==> src/rtl/mem_access.sv <==
// MEM pipeline stage: ALU results pass straight through, and loads/stores run a
// req/ack handshake with data memory while stalling the upstream stages.
module mem_access #(
   parameter logic [3:0]  ALUOP_LW = 4'b1010,
   parameter logic [3:0]  ALUOP_SW = 4'b1011,
   parameter int unsigned TIMEOUT  = 16
) (
   input  logic        clk,
   input  logic        rst,
   input  logic [4:0]  mem_wd,
   input  logic        mem_wreg,
   input  logic [31:0] mem_wdata,
   input  logic [3:0]  mem_aluop,
   input  logic [9:0]  mem_mem_addr,
   input  logic [31:0] mem_reg2,
   input  logic        of_i,
   input  logic        zf_i,
   output logic        dm_req,
   output logic        dm_we,
   output logic [9:0]  dm_addr,
   output logic [31:0] dm_wdata,
   input  logic [31:0] dm_rdata,
   input  logic        dm_ack,
   output logic        stall_req,
   output logic [4:0]  wb_wd,
   output logic        wb_wreg,
   output logic [31:0] wb_wdata,
   output logic        of_o,
   output logic        zf_o,
   output logic        mem_err
);

   typedef enum logic [1:0] {
      ST_IDLE = 2'd0,
      ST_BUSY = 2'd1,
      ST_DONE = 2'd2
   } state_t;

   localparam logic [7:0] CNT_LAST = 8'(TIMEOUT - 1);

   state_t      state_r;
   logic [7:0]  cnt_r;
   logic [31:0] load_data_r;
   logic        is_load_r;
   logic        is_mem_op_s;

   assign is_mem_op_s = (mem_aluop == ALUOP_LW) || (mem_aluop == ALUOP_SW);

   // Transaction FSM, memory-side registers and the timeout counter.
   always_ff @(posedge clk) begin
      if (rst) begin
         state_r     <= ST_IDLE;
         cnt_r       <= 8'd0;
         load_data_r <= 32'd0;
         is_load_r   <= 1'b0;
         dm_req      <= 1'b0;
         dm_we       <= 1'b0;
         dm_addr     <= 10'd0;
         dm_wdata    <= 32'd0;
         mem_err     <= 1'b0;
      end else begin
         case (state_r)
            ST_IDLE: begin
               mem_err <= 1'b0;
               if (is_mem_op_s) begin
                  dm_addr   <= mem_mem_addr;
                  dm_wdata  <= mem_reg2;
                  dm_we     <= (mem_aluop == ALUOP_SW);
                  is_load_r <= (mem_aluop == ALUOP_LW);
                  dm_req    <= 1'b1;
                  cnt_r     <= 8'd0;
                  state_r   <= ST_BUSY;
               end
            end
            ST_BUSY: begin
               cnt_r <= cnt_r + 8'd1;
               // An ack arriving on the final allowed cycle still completes normally.
               if (dm_ack) begin
                  if (is_load_r) begin
                     load_data_r <= dm_rdata;
                  end
                  dm_req  <= 1'b0;
                  state_r <= ST_DONE;
               end else if (cnt_r == CNT_LAST) begin
                  load_data_r <= 32'd0;
                  dm_req      <= 1'b0;
                  mem_err     <= 1'b1;
                  state_r     <= ST_DONE;
               end
            end
            ST_DONE: begin
               mem_err <= 1'b0;
               state_r <= ST_IDLE;
            end
            default: begin
               dm_req  <= 1'b0;
               mem_err <= 1'b0;
               state_r <= ST_IDLE;
            end
         endcase
      end
   end

   // Stall request and MEM/WB-facing outputs, forced to zero during reset.
   always_comb begin
      stall_req = 1'b0;
      wb_wd     = 5'd0;
      wb_wreg   = 1'b0;
      wb_wdata  = 32'd0;
      of_o      = 1'b0;
      zf_o      = 1'b0;
      if (rst) begin
         stall_req = 1'b0;
      end else begin
         of_o  = of_i;
         zf_o  = zf_i;
         wb_wd = mem_wd;
         case (state_r)
            ST_IDLE: begin
               stall_req = is_mem_op_s;
               wb_wreg   = is_mem_op_s ? 1'b0 : mem_wreg;
               wb_wdata  = mem_wdata;
            end
            ST_BUSY: begin
               stall_req = 1'b1;
               wb_wreg   = 1'b0;
               wb_wdata  = mem_wdata;
            end
            ST_DONE: begin
               stall_req = 1'b0;
               wb_wreg   = is_load_r ? mem_wreg : 1'b0;
               wb_wdata  = is_load_r ? load_data_r : mem_wdata;
            end
            default: begin
               stall_req = 1'b0;
               wb_wreg   = 1'b0;
               wb_wdata  = 32'd0;
            end
         endcase
      end
   end

endmodule

==> config.mk <==
export PLATFORM = sky130hd
export DESIGN_NAME = mem_access
export DESIGN_NICKNAME = d
export VERILOG_FILES = /design/src/rtl/mem_access.sv
export SDC_FILE = /design/constraint.sdc
export NUM_CORES = 1
export LEC_CHECK = 0
export BUFFER_PORTS_ARGS = -buffer_cell sky130_fd_sc_hd__clkbuf_2
export CORE_UTILIZATION = 30
export DETAILED_ROUTE_END_ITERATION = 8
export GPL_TIMING_DRIVEN = 0
export PLACE_DENSITY = 0.52
export SYNTH_ARGS = -nofsm -noshare
export SYNTH_HDL_FRONTEND = slang
export SYNTH_SLANG_ARGS = --single-unit
==> constraint.sdc <==
create_clock -name clk -period 2.5 [get_ports clk]
set_input_delay 0.5 -clock clk [delete_from_list [all_inputs] [get_ports clk]]
set_output_delay 0.5 -clock clk [all_outputs]
set_load 0.01 [all_outputs]
==> results of run 1 <==
==> stage by stage <==
| step | cell area, µm² | TNS [ns] |
|---|---|---|
| 3_3_place_gp | 5410 | 0 |
| 4_1_cts | 5700 | 0 |
| 3_5_place_dp | 5410 | -0.0228 |
| 6_report | 5710 | 0 |
| 2_1_floorplan | 4160 | 0 |
| 5_1_grt | 5710 | 0 |
==> final timing paths <==
check                                     to       startpoint  slack, ns
worst min register to register   dm_wdata[6]      dm_wdata[6]       0.47
worst min-delay path              dm_addr[8]  mem_mem_addr[8]       0.39
worst max-delay path            wb_wdata[22]       state_r[0]       0.13
worst max register to register      cnt_r[6]         cnt_r[0]       0.65
==> sequential cells by signal, summed over array words and instances, names as in the netlist <==
| name | flops |
|---|---|
| mem_err | 1 |
| dm_wdata | 32 |
| state_r | 2 |
| is_load_r | 1 |
| cnt_r | 8 |
| load_data_r | 32 |
| dm_we | 1 |
| dm_req | 1 |
| dm_addr | 10 |
==> worst max-delay path: stages, from the launching register on <==
cell	delay, ns
dfxtp_1	0.32
buf_2	0.19
nor2_1	0.16
and3_2	0.31
clkbuf_2	0.24
a22o_1	0.17
clkbuf_2	0.14
==> cell usage in the layout (no fill, tap or decap), types with 9 or more instances in the layout <==
master     Yosys  final
o21ai_0       78     78
clkbuf_1      33     26
a22o_1        32     32
nand3_1       45     45
dfxtp_1       88     88
inv_1         36     36
clkbuf_16      0      9
a32oi_1       32     32
buf_2         17     18
nor2b_1       40     40
a21oi_1       51     51
clkbuf_2       2    213
==> power groups by stage <==
| stage | sequential (mW) | clock, mW | combinational, mW |
|---|---|---|---|
| floorplan | 1.58 | 0 | 0.260 |
| global placement | 1.59 | 0 | 0.479 |
| detailed placement | 1.60 | 0 | 0.491 |
| CTS | 1.57 | 1.32 | 0.494 |
| global route | 1.58 | 1.37 | 0.549 |
| finish | 1.57 | 1.28 | 0.490 |
==> synth_stat cells, drive strengths merged, types with 2 or more instances <==
| cell type | count |
|---|---|
| nor3b | 2 |
| dfxtp | 88 |
| or3 | 3 |
| nand3 | 45 |
| and2 | 2 |
| o211ai | 3 |
| o21ai | 78 |
| clkbuf | 35 |
| nand2b | 5 |
| o221ai | 2 |
| inv | 37 |
| buf | 18 |
| nor2 | 6 |
| o21a | 2 |
| or4 | 2 |
| a22o | 32 |
| o31ai | 4 |
| a21oi | 51 |
| nor2b | 40 |
| nor3 | 4 |
| nand2 | 3 |
| a32oi | 32 |
==> per-layer routing <==
metal	track usage	wire length, µm
met1	0.241	6090
met5	0	0
met3	0.0561	1120
met4	0.0406	102
met2	0.328	6580
==> layout make-up <==
type                            instances  area [µm²]
Fill cell                            1404        7690
Sequential cell                        88        1760
Inverter                               37         139
Clock buffer                            9         225
Clock inverter                          7        55.1
Tap cell                              176         220
Timing Repair Buffer                  206        1030
Multi-Input combinational cell        327        2050
Buffer                                 52         226
==> cell families after synthesis <==
group	share of synthesized area
multiplexers	0.00270
buffers and inverters	0.0869
flip-flops	0.423
AO/OA/AOI/OAI	0.322
AND/OR/NAND/NOR	0.163
adder cells (fa/ha/maj)	0.00301
==> impl_metrics.tcl, run 1 <==
set metrics [dict create \
    status "finished, final reports clean" \
    drt-pass1-iter-count 4 \
    gp_congestion 0.806 \
    overflow 0 \
    cts_tree "built" \
    p_comb_frac 0.147 \
    syn_inst 505 \
    synth_area_leaders "dfxtp_1 (42%), o21ai_0 (9.4%), a22o_1 (6.7%), a32oi_1 (6.7%), a21oi_1 (6.1%)" \
    drive_above_1_share 0.351 \
    reg2reg_depth 4 \
    postCtsSetupBuffers 0 \
    die_width_um 120 \
    place_inst 887 \
    final_core_util 0.426 \
    post-dp-hpwl_um 10600 \
    rsz0062_at_grt "false" \
    numCtsBuffers 9 \
    power_density_nw_per_um2 585 \
    yosysTopAreaCell "dfxtp_1" \
    period_needed_ns 2.37 \
    clk_pin_slew_worst_paths_ns 0.07 \
    synth_fp_nets 627 \
    synth_edf_count 0 \
    p_switching_mw 0.927 \
    first_iter_violations 311 \
    finalWorstSetupSlack_ns 0.133 \
    nNetsFinal 843 \
    die_height_um 120 \
    synth_seq_cells 88 \
    wire_per_inst_um 15.4 \
    clk_path_buf_depth 2 \
    whs_ns 0.391 \
    clkSinkCount 88 \
    ant_nets 0 \
    drc 0 \
    routed_wl_um 13900 \
    drv_slew 0 \
    critPathMaxFanout 10 \
    post-route-period-util 0.947 \
    fin_skew_ns 0.00552 \
    pin_count 207 \
    hold_path.class "primary input to flop" \
    cts.repair.resized 7 \
    syn_avg_cell_area_um2 8.24 \
    slew_headroom 0.612 \
    grt_pass1_vias 4380 \
    areaGrowthSynthToFinish_pct 37.1 \
    ys_seq_area_frac 0.423 \
    total_power_mw 3.34 \
    netlist_area_um2 4160 \
    synth_ff_type "dfxtp_1" \
    start_kind "flop" \
    start_util 0.311 \
    viasPerCell 5.14 \
    grt_usage 0.193 \
    worstPathRequired_ns 2.00 \
    p_int_mw 2.41 \
    switching_share 0.278 \
    clkPwrFrac 0.383 \
    fmax_ghz 0.422 \
    diodes 0 \
    synth_top_area_frac 0.423 \
    cp.arrival_ns 1.87 \
    vias 4635 \
    p_leak_nw 2.43 \
    worst_pin_slew_ns 0.580 \
    ir_drop_mv 0.339 \
    min_delay_path_depth 3 \
    cts_hold_buf 0 \
    place_ws_ns -0.00973 \
    row_count 42 \
    grt_pass1_wl_um 22000 \
    die_area_um2 14400 \
    final-setup-viol-count 0 \
    antenna_found_initial 0 \
    ys_types 39 \
    yosysWarnings 0 \
    cts-root-buf "clkbuf_16" \
    worstSetupEndpointType "output pin" \
    maxCapViolCount 0 \
    critPathKind "flop to output pin" \
    async_flop_share 0 \
    grt_max_degree 17 \
    core_um2 13400 \
    finalHoldViolCount 0 \
    clock_latency_ns 0.34 \
    io_buffers 206 \
    fin_cells 902 \
    power_frac_seq 0.470 \
    htreeDepth 3 \
]
(Power assumes the default switching activity.)
==> run 2: changes to the inputs <==
CORE_UTILIZATION = 51   (was 30)
CTS_BUF_LIST = sky130_fd_sc_hd__clkbuf_2 sky130_fd_sc_hd__clkbuf_4 sky130_fd_sc_hd__clkbuf_8   (was unset)
PLACE_DENSITY = 0.88   (was 0.52)
==> impl_metrics.tcl, run 2 (synthesis results as in run 1) <==
set metrics [dict create \
    status "finished, final reports clean" \
    core_um2 7810 \
    worstSetupEndpointType "output pin" \
    layout_common_cells "clkbuf_2 (211), dfxtp_1 (88), o21ai_0 (78), a21oi_1 (51), nand3_1 (45)" \
    areaGrowthSynthToFinish_pct 33.0 \
    numCtsBuffers 9 \
    final_core_util 0.709 \
    power_density_nw_per_um2 547 \
    worstPathRequired_ns 2.00 \
    critPathKind "flop to output pin" \
    start_util 0.533 \
    grt_pass1_vias 4458 \
    period_needed_ns 2.37 \
    worst_pin_slew_ns 0.514 \
    grt_max_degree 16 \
    clk_path_buf_depth 2 \
    grt_pass1_wl_um 20400 \
    post-route-period-util 0.950 \
    maxCapViolCount 0 \
    antenna_found_initial 0 \
    drt-pass1-iter-count 5 \
    start_kind "flop" \
    register_area_um2 1760 \
    diodes 0 \
    hold_path.class "primary input to flop" \
    total_power_mw 3.03 \
    fmax_ghz 0.421 \
    multi_input_area_um2 2050 \
    pin_count 207 \
    rsz0062_at_grt "false" \
    fin_skew_ns 0.0100 \
    drive_above_1_share 0.350 \
    p_leak_nw 2.38 \
    htreeDepth 3 \
    io_buffers 206 \
    first_iter_violations 184 \
    top_regs "dm_wdata (32), load_data_r (32), dm_addr (10)" \
    die_height_um 92.3 \
    row_count 32 \
    cp.arrival_ns 1.87 \
    drv_slew 0 \
    cts-root-buf "clkbuf_8" \
    vias 4670 \
    finalSetupTns_ns 0 \
    clkSinkCount 88 \
    gp_congestion 0.838 \
    critPathMaxFanout 10 \
    clk_pin_slew_worst_paths_ns 0.08 \
    ir_drop_mv 0.331 \
    die_width_um 92.3 \
    slew_headroom 0.656 \
    clock_latency_ns 0.35 \
    wire_per_inst_um 15.7 \
    drc 0 \
    overflow 0 \
    post-dp-hpwl_um 9720 \
    layout_commonest_cell "clkbuf_2" \
    viasPerCell 5.65 \
    cts_tree "built" \
    n_fill_cell 655 \
    ant_nets 0 \
    nNetsFinal 843 \
    final-setup-viol-count 0 \
    finalHoldViolCount 0 \
    routed_wl_um 13000 \
    die_area_um2 8530 \
    grt_usage 0.296 \
    whs_ns 0.381 \
]
[run 2: changes by cell type in the layout (fill, tap and decap cells not counted)]
cell and delta:
inv_8 -1, clkinv_4 -1, clkbuf_16 -9, clkbuf_8 +9, clkinvlp_4 +2, buf_4 +1, clkinv_2 -2, clkbuf_4 +3
bufinv_16 +1, clkbuf_2 -2, buf_2 -2
[run 2: cell type report]
| cell class | instances | share of cell area |
|---|---|---|
| Inverter | 37 | 0.0251 |
| Multi-Input combinational cell | 327 | 0.370 |
| Buffer | 52 | 0.0427 |
| Clock inverter | 6 | 0.0127 |
| Tap cell | 102 | 0.0230 |
| Sequential cell | 88 | 0.318 |
| Timing Repair Buffer | 206 | 0.186 |
| Clock buffer | 9 | 0.0224 |
[run 2: final timing paths]
kind                   start           end  slack, ns  depth (start not counted)
min reg2reg       dm_addr[9]    dm_addr[9]       0.48                          2
max               state_r[0]  wb_wdata[20]       0.13                          6
min          mem_mem_addr[3]    dm_addr[3]       0.38                          3
max reg2reg         cnt_r[0]      cnt_r[6]       0.68                          4
[run 2: critical path, stage by stage, from the launching register on]
cell	delay, ns
dfxtp_1	0.34
buf_2	0.19
nor2_1	0.19
and3_2	0.29
clkbuf_4	0.22
a22o_1	0.17
clkbuf_2	0.14
[run 2: per-stage QoR]
step / instance area, µm² / cells / setup slack, ns
floorplan: 4160 / 505 / 0.605
global placement: 5320 / 813 / 0.0859
detailed placement: 5320 / 813 / 0.0387
CTS: 5530 / 827 / 0.0240
global route: 5540 / 827 / 0.0302
finish: 5540 / 827 / 0.126
[run 2: layer usage]
layer  wire length (µm)  global-route usage  vias to the layer above
met4                166              0.0885                        0
met5                  0                   0                        -
met1               5190               0.350                     2168
li1                   -                   -                     2259
met2               6530               0.537                      229
met3               1090              0.0599                       14
[run 2: what timing repair did]
action                                  CTS  global route
resized for setup                         8             8
hold buffers                              0             0
pin swaps                                 0             0
setup buffers                             0             0
endpoints found under the setup margin   30             9
[run 2: power breakdown]
group          internal (mW)  switching, mW
registers               1.50         0.0679
clock network          0.461          0.514
logic                  0.230          0.260
total                   2.19          0.843
==> run 3: changes to the inputs <==
CORE_MARGIN = 2   (was unset)
clock period = 2.8 ns   (was 2.5 ns; I/O delays follow)
==> impl_metrics.tcl, run 3 (synthesis results as in run 1) <==
set metrics [dict create \
    worstSetupEndpointType "output pin" \
    grt_pass1_vias 4580 \
    top_regs "dm_wdata (32), load_data_r (32), dm_addr (10)" \
    final_area_um2 5580 \
    place_ws_ns 0.245 \
    core_um2 7810 \
    layout_commonest_cell "clkbuf_2" \
    post-route-period-util 0.941 \
    diodes 0 \
    cts_tree "built" \
    gp_congestion 0.871 \
    final-setup-viol-count 0 \
    postPlaceCellArea_um2 5320 \
    vias 4733 \
    post-dp-hpwl_um 9840 \
    ant_nets 0 \
    fmax_ghz 0.380 \
    clk_path_buf_depth 2 \
    finalWorstSetupSlack_ns 0.166 \
    die_height_um 94.3 \
    status "finished, final reports clean" \
    critPathKind "flop to output pin" \
    drt-pass1-iter-count 5 \
    viasPerCell 5.71 \
    grt_pass1_wl_um 20900 \
    wire_per_inst_um 15.7 \
    period_needed_ns 2.63 \
    hold_path.class "primary input to flop" \
    start_util 0.533 \
    drv_slew 0 \
    cts-root-buf "clkbuf_8" \
    start_kind "flop" \
    cp.arrival_ns 2.07 \
    postCtsSetupBuffers 0 \
    total_power_mw 2.93 \
    cts_hold_buf 0 \
    die_area_um2 8900 \
    maxCapViolCount 0 \
    p_leak_nw 2.41 \
    io_buffers 206 \
    finalSetupTns_ns 0 \
    drive_above_1_share 0.345 \
    clock_latency_ns 0.36 \
    first_iter_violations 191 \
    die_width_um 94.3 \
    routed_wl_um 13000 \
    worstPathRequired_ns 2.24 \
    finalHoldViolCount 0 \
    grt_max_degree 16 \
    ir_drop_mv 0.248 \
    pin_count 207 \
    overflow 0 \
    fin_skew_ns 0.0143 \
    worst_pin_slew_ns 0.522 \
    numCtsBuffers 9 \
    drc 0 \
    power_density_nw_per_um2 524 \
    grt_usage 0.291 \
    nNetsFinal 844 \
    slew_headroom 0.650 \
    critPathMaxFanout 10 \
    layout_common_cells "clkbuf_2 (212), dfxtp_1 (88), o21ai_0 (78), a21oi_1 (51), nand3_1 (45)" \
    areaGrowthSynthToFinish_pct 34.0 \
    clkSinkCount 88 \
    antenna_found_initial 0 \
    whs_ns 0.437 \
    htreeDepth 3 \
    row_count 32 \
    rsz0062_at_grt "false" \
    clk_pin_slew_worst_paths_ns 0.09 \
]
[run 3: changes by cell type in the layout (fill, tap and decap cells not counted), sizes merged]
cell      delta
bufinv       +2
clkbuf       +2
clkinvlp     -2
[run 3: final timing paths]
| path | end | start | cells after the start | slack (ns) |
|---|---|---|---|---|
| worst min register to register | dm_wdata[22] | dm_wdata[22] | 2 | 0.48 |
| worst min-delay path | dm_addr[5] | mem_mem_addr[5] | 3 | 0.44 |
| worst max register to register | state_r[0] | state_r[0] | 5 | 1.02 |
| worst max-delay path | wb_wdata[26] | state_r[0] | 7 | 0.17 |
[run 3: per-layer routing]
metal / global-route usage / wire, µm / vias up / part of all wire
li1: - / - / 2273 / -
met1: 0.341 / 5230 / 2216 / 0.40
met2: 0.520 / 6320 / 227 / 0.49
met3: 0.0814 / 1280 / 17 / 0.099
met4: 0.0857 / 193 / 0 / 0.015
met5: 0 / 0 / - / 0
[run 3: power by group]
part	internal, mW	switching, mW	leakage (nW)
Sequential	1.34	0.0612	0.717
Combinational	0.204	0.232	1.57
Clock	0.622	0.471	0.123
Total	2.16	0.764	2.41
[run 3: timing repair]
item / CTS / global route
gates resized for setup: 0 / 8
setup endpoints to repair: 0 / 20
hold endpoints to repair: 0 / 0
[run 3: per-stage QoR]
stage                     utilization  cells
after floorplan                     -    505
after global placement          0.682    813
after detailed placement        0.682    813
after CTS                       0.714    829
after global routing            0.715    829
final                           0.715    829
[run 3: layout make-up]
| class | count | area (µm²) |
|---|---|---|
| Fill cell | 641 | 2230 |
| Multi-Input combinational cell | 327 | 2040 |
| Sequential cell | 88 | 1760 |
| Timing Repair Buffer | 206 | 1030 |
| Buffer | 53 | 228 |
| Inverter | 37 | 139 |
| Clock buffer | 10 | 138 |
| Tap cell | 102 | 128 |
| Clock inverter | 6 | 115 |
[run 3: worst max-delay path, cell delays in order, from the launching register on]
cell and delay (ns):
dfxtp_1 0.33, buf_2 0.19, nor2_1 0.19, and3_1 0.17, clkbuf_1 0.23, clkbuf_2 0.30, a22o_1 0.19, clkbuf_2 0.13
